## src/rtl/myCPU_pkg.sv

```systemverilog
// Shared ALU definitions: operation encodings and datapath width used by the
// ALU, the decoder and the ALU arbiter.
package myCPU_pkg;

    localparam int DATA_WIDTH = 32;

    typedef logic [3:0] alu_op_t;

    localparam alu_op_t ALU_ADD  = 4'b0000;
    localparam alu_op_t ALU_ADDU = 4'b0001;
    localparam alu_op_t ALU_SLT  = 4'b0010;
    localparam alu_op_t ALU_SLTU = 4'b0011;
    localparam alu_op_t ALU_SUB  = 4'b0100;
    localparam alu_op_t ALU_SUBU = 4'b0101;
    localparam alu_op_t ALU_AND  = 4'b0110;
    localparam alu_op_t ALU_OR   = 4'b0111;
    localparam alu_op_t ALU_XOR  = 4'b1000;
    localparam alu_op_t ALU_NOR  = 4'b1001;
    localparam alu_op_t ALU_SLL  = 4'b1010;
    localparam alu_op_t ALU_SRL  = 4'b1011;
    localparam alu_op_t ALU_SRA  = 4'b1100;

    // Only the signed add/subtract report overflow.
    function automatic logic has_ovf(input alu_op_t op);
        return (op == ALU_ADD) || (op == ALU_SUB);
    endfunction

endpackage

```

## src/rtl/myCPU_alu.sv

```systemverilog
// Purely combinational ALU. Shifts move B by the amount held in A[4:0].
module myCPU_alu
    import myCPU_pkg::*;
(
    input  logic [DATA_WIDTH-1:0] A,
    input  logic [DATA_WIDTH-1:0] B,
    input  alu_op_t               ALUop,
    output logic [DATA_WIDTH-1:0] aluResult,
    output logic                  overFlow
);

    logic [DATA_WIDTH-1:0] sum;
    logic [DATA_WIDTH-1:0] diff;
    logic                  lt_s;
    logic                  lt_u;

    assign sum  = A + B;
    assign diff = A - B;
    assign lt_s = $signed(A) < $signed(B);
    assign lt_u = A < B;

    always_comb begin
        aluResult = '0;
        overFlow  = 1'b0;
        case (ALUop)
            ALU_ADD: begin
                aluResult = sum;
                overFlow  = (A[DATA_WIDTH-1] == B[DATA_WIDTH-1]) &&
                            (sum[DATA_WIDTH-1] != A[DATA_WIDTH-1]);
            end
            ALU_ADDU: aluResult = sum;
            ALU_SLT:  aluResult = {{(DATA_WIDTH-1){1'b0}}, lt_s};
            ALU_SLTU: aluResult = {{(DATA_WIDTH-1){1'b0}}, lt_u};
            ALU_SUB: begin
                aluResult = diff;
                overFlow  = (A[DATA_WIDTH-1] != B[DATA_WIDTH-1]) &&
                            (diff[DATA_WIDTH-1] != A[DATA_WIDTH-1]);
            end
            ALU_SUBU: aluResult = diff;
            ALU_AND:  aluResult = A & B;
            ALU_OR:   aluResult = A | B;
            ALU_XOR:  aluResult = A ^ B;
            ALU_NOR:  aluResult = ~(A | B);
            ALU_SLL:  aluResult = B << A[4:0];
            ALU_SRL:  aluResult = B >> A[4:0];
            ALU_SRA:  aluResult = $signed(B) >>> A[4:0];
            default: begin
                aluResult = '0;
                overFlow  = 1'b0;
            end
        endcase
    end

endmodule

```

## src/rtl/myCPU_rsp_fifo.sv

```systemverilog
// Circular response queue with occupancy count; clear empties it in one cycle
// and overrides any push or pop in the same cycle.
module myCPU_rsp_fifo #(
    parameter int DEPTH = 3,
    parameter int WIDTH = 8
) (
    input  logic                       clk,
    input  logic                       resetn,
    input  logic                       clear,
    input  logic                       push,
    input  logic [WIDTH-1:0]           push_data,
    input  logic                       pop,
    output logic [WIDTH-1:0]           head_data,
    output logic [$clog2(DEPTH+1)-1:0] count
);

    localparam int PTR_W = (DEPTH > 1) ? $clog2(DEPTH) : 1;

    logic [WIDTH-1:0] mem [DEPTH];
    logic [PTR_W-1:0] wr_ptr;
    logic [PTR_W-1:0] rd_ptr;

    function automatic logic [PTR_W-1:0] ptr_next(input logic [PTR_W-1:0] p);
        return (p == PTR_W'(DEPTH - 1)) ? '0 : p + 1'b1;
    endfunction

    always_ff @(posedge clk or negedge resetn) begin
        if (!resetn) begin
            wr_ptr <= '0;
            rd_ptr <= '0;
            count  <= '0;
        end else if (clear) begin
            wr_ptr <= '0;
            rd_ptr <= '0;
            count  <= '0;
        end else begin
            if (push) wr_ptr <= ptr_next(wr_ptr);
            if (pop)  rd_ptr <= ptr_next(rd_ptr);
            case ({push, pop})
                2'b10:   count <= count + 1'b1;
                2'b01:   count <= count - 1'b1;
                default: count <= count;
            endcase
        end
    end

    // Storage needs no reset: entries are only visible while count is non-zero.
    always_ff @(posedge clk) begin
        if (push && !clear) mem[wr_ptr] <= push_data;
    end

    assign head_data = mem[rd_ptr];

endmodule

```

## src/rtl/mycpu_alu_arb.sv

```systemverilog
// Round-robin arbiter in front of the shared ALU: one register stage, then an
// in-order response queue. Acceptance depends only on local occupancy.
module mycpu_alu_arb
    import myCPU_pkg::*;
#(
    parameter int TAG_W     = 4,
    parameter int OUT_DEPTH = 3
) (
    input  logic                  clk,
    input  logic                  resetn,
    input  logic                  req0_valid,
    output logic                  req0_ready,
    input  logic [3:0]            req0_op,
    input  logic [DATA_WIDTH-1:0] req0_a,
    input  logic [DATA_WIDTH-1:0] req0_b,
    input  logic [TAG_W-1:0]      req0_tag,
    input  logic                  req1_valid,
    output logic                  req1_ready,
    input  logic [3:0]            req1_op,
    input  logic [DATA_WIDTH-1:0] req1_a,
    input  logic [DATA_WIDTH-1:0] req1_b,
    input  logic [TAG_W-1:0]      req1_tag,
    input  logic                  flush,
    output logic                  rsp_valid,
    input  logic                  rsp_ready,
    output logic                  rsp_id,
    output logic [TAG_W-1:0]      rsp_tag,
    output logic [DATA_WIDTH-1:0] rsp_result,
    output logic                  rsp_ovf
);

    localparam int CNT_W = $clog2(OUT_DEPTH + 1);
    localparam int ENT_W = 1 + TAG_W + 1 + DATA_WIDTH;

    logic                  rr_ptr;
    logic                  sel;
    logic                  credit;
    logic                  accept;
    logic [CNT_W:0]        occ;
    logic [CNT_W-1:0]      fifo_cnt;

    logic                  s1_valid;
    logic                  s1_id;
    logic [TAG_W-1:0]      s1_tag;
    alu_op_t               s1_op;
    logic [DATA_WIDTH-1:0] s1_a;
    logic [DATA_WIDTH-1:0] s1_b;

    logic [DATA_WIDTH-1:0] alu_res;
    logic                  alu_ovf;
    logic                  push;
    logic                  pop;
    logic [ENT_W-1:0]      push_data;
    logic [ENT_W-1:0]      head_data;

    // Slot already held by S1 counts against the queue, so S1 can always drain.
    assign occ    = {1'b0, fifo_cnt} + {{CNT_W{1'b0}}, s1_valid};
    assign credit = occ < (CNT_W + 1)'(OUT_DEPTH);

    assign sel        = (req0_valid && req1_valid) ? rr_ptr : req1_valid;
    assign req0_ready = credit && !flush && !sel;
    assign req1_ready = credit && !flush && sel;
    assign accept     = sel ? (req1_valid && req1_ready) : (req0_valid && req0_ready);

    always_ff @(posedge clk or negedge resetn) begin
        if (!resetn) begin
            rr_ptr   <= 1'b0;
            s1_valid <= 1'b0;
            s1_id    <= 1'b0;
            s1_tag   <= '0;
            s1_op    <= ALU_ADD;
            s1_a     <= '0;
            s1_b     <= '0;
        end else if (flush) begin
            s1_valid <= 1'b0;
        end else begin
            s1_valid <= accept;
            if (accept) begin
                rr_ptr <= ~sel;
                s1_id  <= sel;
                s1_tag <= sel ? req1_tag : req0_tag;
                s1_op  <= sel ? req1_op  : req0_op;
                s1_a   <= sel ? req1_a   : req0_a;
                s1_b   <= sel ? req1_b   : req0_b;
            end
        end
    end

    myCPU_alu u_alu (
        .A         (s1_a),
        .B         (s1_b),
        .ALUop     (s1_op),
        .aluResult (alu_res),
        .overFlow  (alu_ovf)
    );

    assign push      = s1_valid && !flush;
    assign pop       = rsp_valid && rsp_ready && !flush;
    assign push_data = {s1_id, s1_tag, alu_ovf && has_ovf(s1_op), alu_res};

    myCPU_rsp_fifo #(
        .DEPTH (OUT_DEPTH),
        .WIDTH (ENT_W)
    ) u_rsp_fifo (
        .clk       (clk),
        .resetn    (resetn),
        .clear     (flush),
        .push      (push),
        .push_data (push_data),
        .pop       (pop),
        .head_data (head_data),
        .count     (fifo_cnt)
    );

    // Head fields read as zero while empty so reset/flush leave clean outputs.
    assign rsp_valid  = (fifo_cnt != '0);
    assign rsp_id     = rsp_valid && head_data[ENT_W-1];
    assign rsp_tag    = rsp_valid ? head_data[ENT_W-2 -: TAG_W] : '0;
    assign rsp_ovf    = rsp_valid && head_data[DATA_WIDTH];
    assign rsp_result = rsp_valid ? head_data[DATA_WIDTH-1:0] : '0;

endmodule

```

## config.mk

```make
export PLATFORM = sky130hd
export DESIGN_NAME = mycpu_alu_arb
export DESIGN_NICKNAME = d
export VERILOG_FILES = /design/src/rtl/myCPU_pkg.sv /design/src/rtl/myCPU_alu.sv /design/src/rtl/myCPU_rsp_fifo.sv /design/src/rtl/mycpu_alu_arb.sv
export SDC_FILE = /design/constraint.sdc
export NUM_CORES = 1
export LEC_CHECK = 0
export ABC_AREA = 1
export BUFFER_PORTS_ARGS = -buffer_cell sky130_fd_sc_hd__buf_4
export CELL_PAD_IN_SITES_DETAIL_PLACEMENT = 0
export CELL_PAD_IN_SITES_GLOBAL_PLACEMENT = 1
export CORE_MARGIN = 5
export CORE_UTILIZATION = 39
export CTS_BUF_LIST = sky130_fd_sc_hd__clkbuf_8 sky130_fd_sc_hd__clkbuf_16
export CTS_CLUSTER_SIZE = 20
export DETAILED_ROUTE_END_ITERATION = 8
export GPL_TIMING_DRIVEN = 1
export PLACE_DENSITY_LB_ADDON = 0.1
export SYNTH_ARGS = -nofsm -noshare
export SYNTH_HDL_FRONTEND = slang
export SYNTH_HIERARCHICAL = 1
export SYNTH_SLANG_ARGS = --single-unit
```

## constraint.sdc

```tcl
create_clock -name clk -period 3.7 [get_ports clk]
set_input_delay 0.185 -clock clk [delete_from_list [all_inputs] [get_ports clk]]
set_output_delay 0.185 -clock clk [all_outputs]
set_load 0.01 [all_outputs]
```

==> metrics.txt <==
outcome finished, final reports clean; clock transition at the registers of the reported paths 0.09 ns; critical path, cell by cell inv_1, ha_1, nor2_1, nand2_1, nor2_1, nand4_1, nand3_1, nand2_1, nand3_1, nand4_1; Yosys warnings 6; starting density of the core 39.3%; total track usage 34.2%; startpoint type of the worst setup path flop; data required time of the worst path 3.82 ns; number of placed I/O pins between 150 and 200; fraction of post-synthesis cell area in the top cell type by area between 20% and 30%; vias in the first global route a little over 20000; global-route congestion overflow total 0; leak pwr around 12 nW; DRC errors left 0; maximum clock insertion buffer count 2; least setup slack across all paths after layout 0.129 ns; Mapped Cells 3112; number of synthesized register bits 195; final worst-path cycle share 96.5%; Post-Place Worst Slack 0.199 ns; Synth Net Count between 3000 and 4000; category of the critical setup timing path flop to flop; CTS tree yes; largest stage delay on the critical path 0.60 ns; largest fanout of any net on the critical path 8; sum of met3 wire segment lengths after detailed routing 8.71 mm; largest cells by area after synthesis nand2_1 (24%), edfxtp_1 (18%), nand3_1 (13%); placement row count 81; final std cells w/o fill 3984; area of the core 48700 µm²; number of clock sinks 195; M1 WL around 40 mm; deepest level of the CTS H-tree 4; sequential share of the synthesized area 28.5%; average size of a mapped cell 6.16 µm²; die footprint 53600 µm²; met2 WL 40.8 mm; Total Routed Length between 90 and 100 mm; data arrival time at the worst-slack endpoint 3.69 ns; top layer in use met5; number of enable flip-flop cells after synthesis 114; kind of cell with the highest combined delay on the critical path simple AND/OR/NAND/NOR gates; clk_lat worst skew 0.50 ns; vertical die dimension 232 µm; die width 232 µm; number of detailed-routing iterations run before antenna repair 7; Most used DFF post-synth edfxtp_1; Min-Delay Path Class primary input to flop; most common cell after layout, fill and taps aside nand2_1; via count 22400; commonest non-fill, non-tap cells in the layout nand2_1 (1212), nand3_1 (499), inv_1 (338); Peak VDD IR 0.000274 V; number of buffers created by CTS 17; Total Power between 0.01 and 0.015 W; final core utilization 45.9%; final critical path time including I/O delays and setup 3.57 ns; number of buffer and inverter stages on the critical path 1; IO buf count 190; pin count of the biggest net entering global routing 75; slew at the pin with the worst max-slew slack 1.20 ns; Worst Clk Skew 0.0152 ns; Max Slew Vio Count 0; fill count 5247; standard cell with the maximum stage delay on the critical path dfrtp_1; post-synthesis instance area 19200 µm²; setup repair after global routing missed its margin false; FFs w/ async S/R, synth 41.5%; fraction of layout cells with a size suffix above 1 about 11%; First DRT Iteration DRCs 2855; endpoint type of the worst setup path flop; final number of hold-violating endpoints 0; pwr dens roughly 510 nW/µm²; max cap viols 0; final net count between 3000 and 4000; initial antenna violation count 2; post-detail-place hpwl 75.4 mm; cell taking the most area after synthesis nand2_1; wire length of the first global-routing pass 136 mm; upper clock frequency limit 0.280 GHz; Fin Setup TNS 0 ns; routability cong. 1.04; number of different library cells in the post-synthesis netlist 50; Area Growth Syn to Fin 16.8%; worst slew margin relative to its limit 20.3%; Routed wire per std cell 23.7 µm; placed cells 3901; clock root buffer master clkbuf_16; Antenna Nets Post-Route 0; setup-violating endpoint count in the final report 0; routed vias/inst 5.61
tightest hold or removal path: stages:
cell,delay [ns]
buf_4,0.08
nand2_1,0.04
nand2_1,0.05
nand2_1,0.07
nand2_1,0.06
report_power, final:
group | total [W] | internal, W | leakage, nW | switching (W)
Clock | 0.00205 | 0.000949 | 0.308 | 0.00110
Sequential | 0.00288 | 0.00266 | 2.05 | 0.000222
Combinational | 0.00649 | 0.00183 | 9.19 | 0.00467
metal layers:
metal	global-route usage, %	vias to the layer above
met4	17.1	2
met5	0	-
met2	51.6	1244
met3	5.70	191
met1	47.6	10500
li1	-	10400
cells in the mapped netlist, types with 25 or more instances:
library cell,n
dfrtp_1,81
nand3_1,499
buf_2,76
edfxtp_1,114
inv_1,338
ha_1,99
a21oi_1,80
nand2_1,1214
buf_6,25
nand4_1,45
nor2_1,209
o21ai_0,89
nor3_1,31
kinds of logic after synthesis:
logic type      Yosys count  share of synthesized area (%)
mux                       2                          0.105
flops                   195                           28.5
simple gates           2053                           45.4
buf+inv                 502                           11.7
fa+ha+maj               101                           6.68
xor+xnor                  1                         0.0457
compound gates          258                           7.65
what timing repair did:
action                                  4_1_cts  5_1_grt
endpoints found under the setup margin        0        0
hold buffers                                 50        0
hold endpoints to repair                    106        0
buffers inserted                              0        0
gates resized for setup                       0        0
path summary, 6_finish.rpt:
kind,slack (ns),endpoint,cells after the start,start
worst min-delay path,0.02,s1_b[14],5,req0_b[14]
worst min register to register,0.50,rr_ptr,2,rr_ptr
min in group asynchronous,0.43,rr_ptr,2,resetn
worst max register to register,0.13,u_rsp_fifo/mem[2][18],10,s1_b[12]
worst max-delay path,0.13,u_rsp_fifo/mem[2][18],10,s1_b[12]
max in group asynchronous,2.25,s1_b[26],3,resetn
stage by stage:
stage | area (µm²) | hold WS (ns)
6_report | 22400 | 0.0224
5_1_grt | 22400 | 0.0381
4_1_cts | 22400 | 0.000311
3_5_place_dp | 21200 | 0.415
3_3_place_gp | 21200 | 0.405
2_1_floorplan | 19200 | -0.111
layout make-up:
| type | instances | area, µm² | share of cell area (%) |
|---|---|---|---|
| clock buffer | 17 | 425 | 1.90 |
| antenna | 1 | 2.50 | 0.0112 |
| multi-input combinational | 2415 | 11500 | 51.5 |
| clock inverter | 15 | 215 | 0.962 |
| timing repair buffer | 322 | 2580 | 11.5 |
| sequential | 195 | 5450 | 24.4 |
| inverter | 355 | 1340 | 5.99 |
| tap | 664 | 831 | 3.71 |
registers in the layout, summed over array words and instances (netlist names), 2 cells and up:
name and count:
s1_b 32, u_rsp_fifo/count 2, s1_tag 4, u_rsp_fifo/wr_ptr 2, s1_op 4, u_rsp_fifo/mem 114, u_rsp_fifo/rd_ptr 2, s1_a 32
Power figures use the tool's default switching activity.
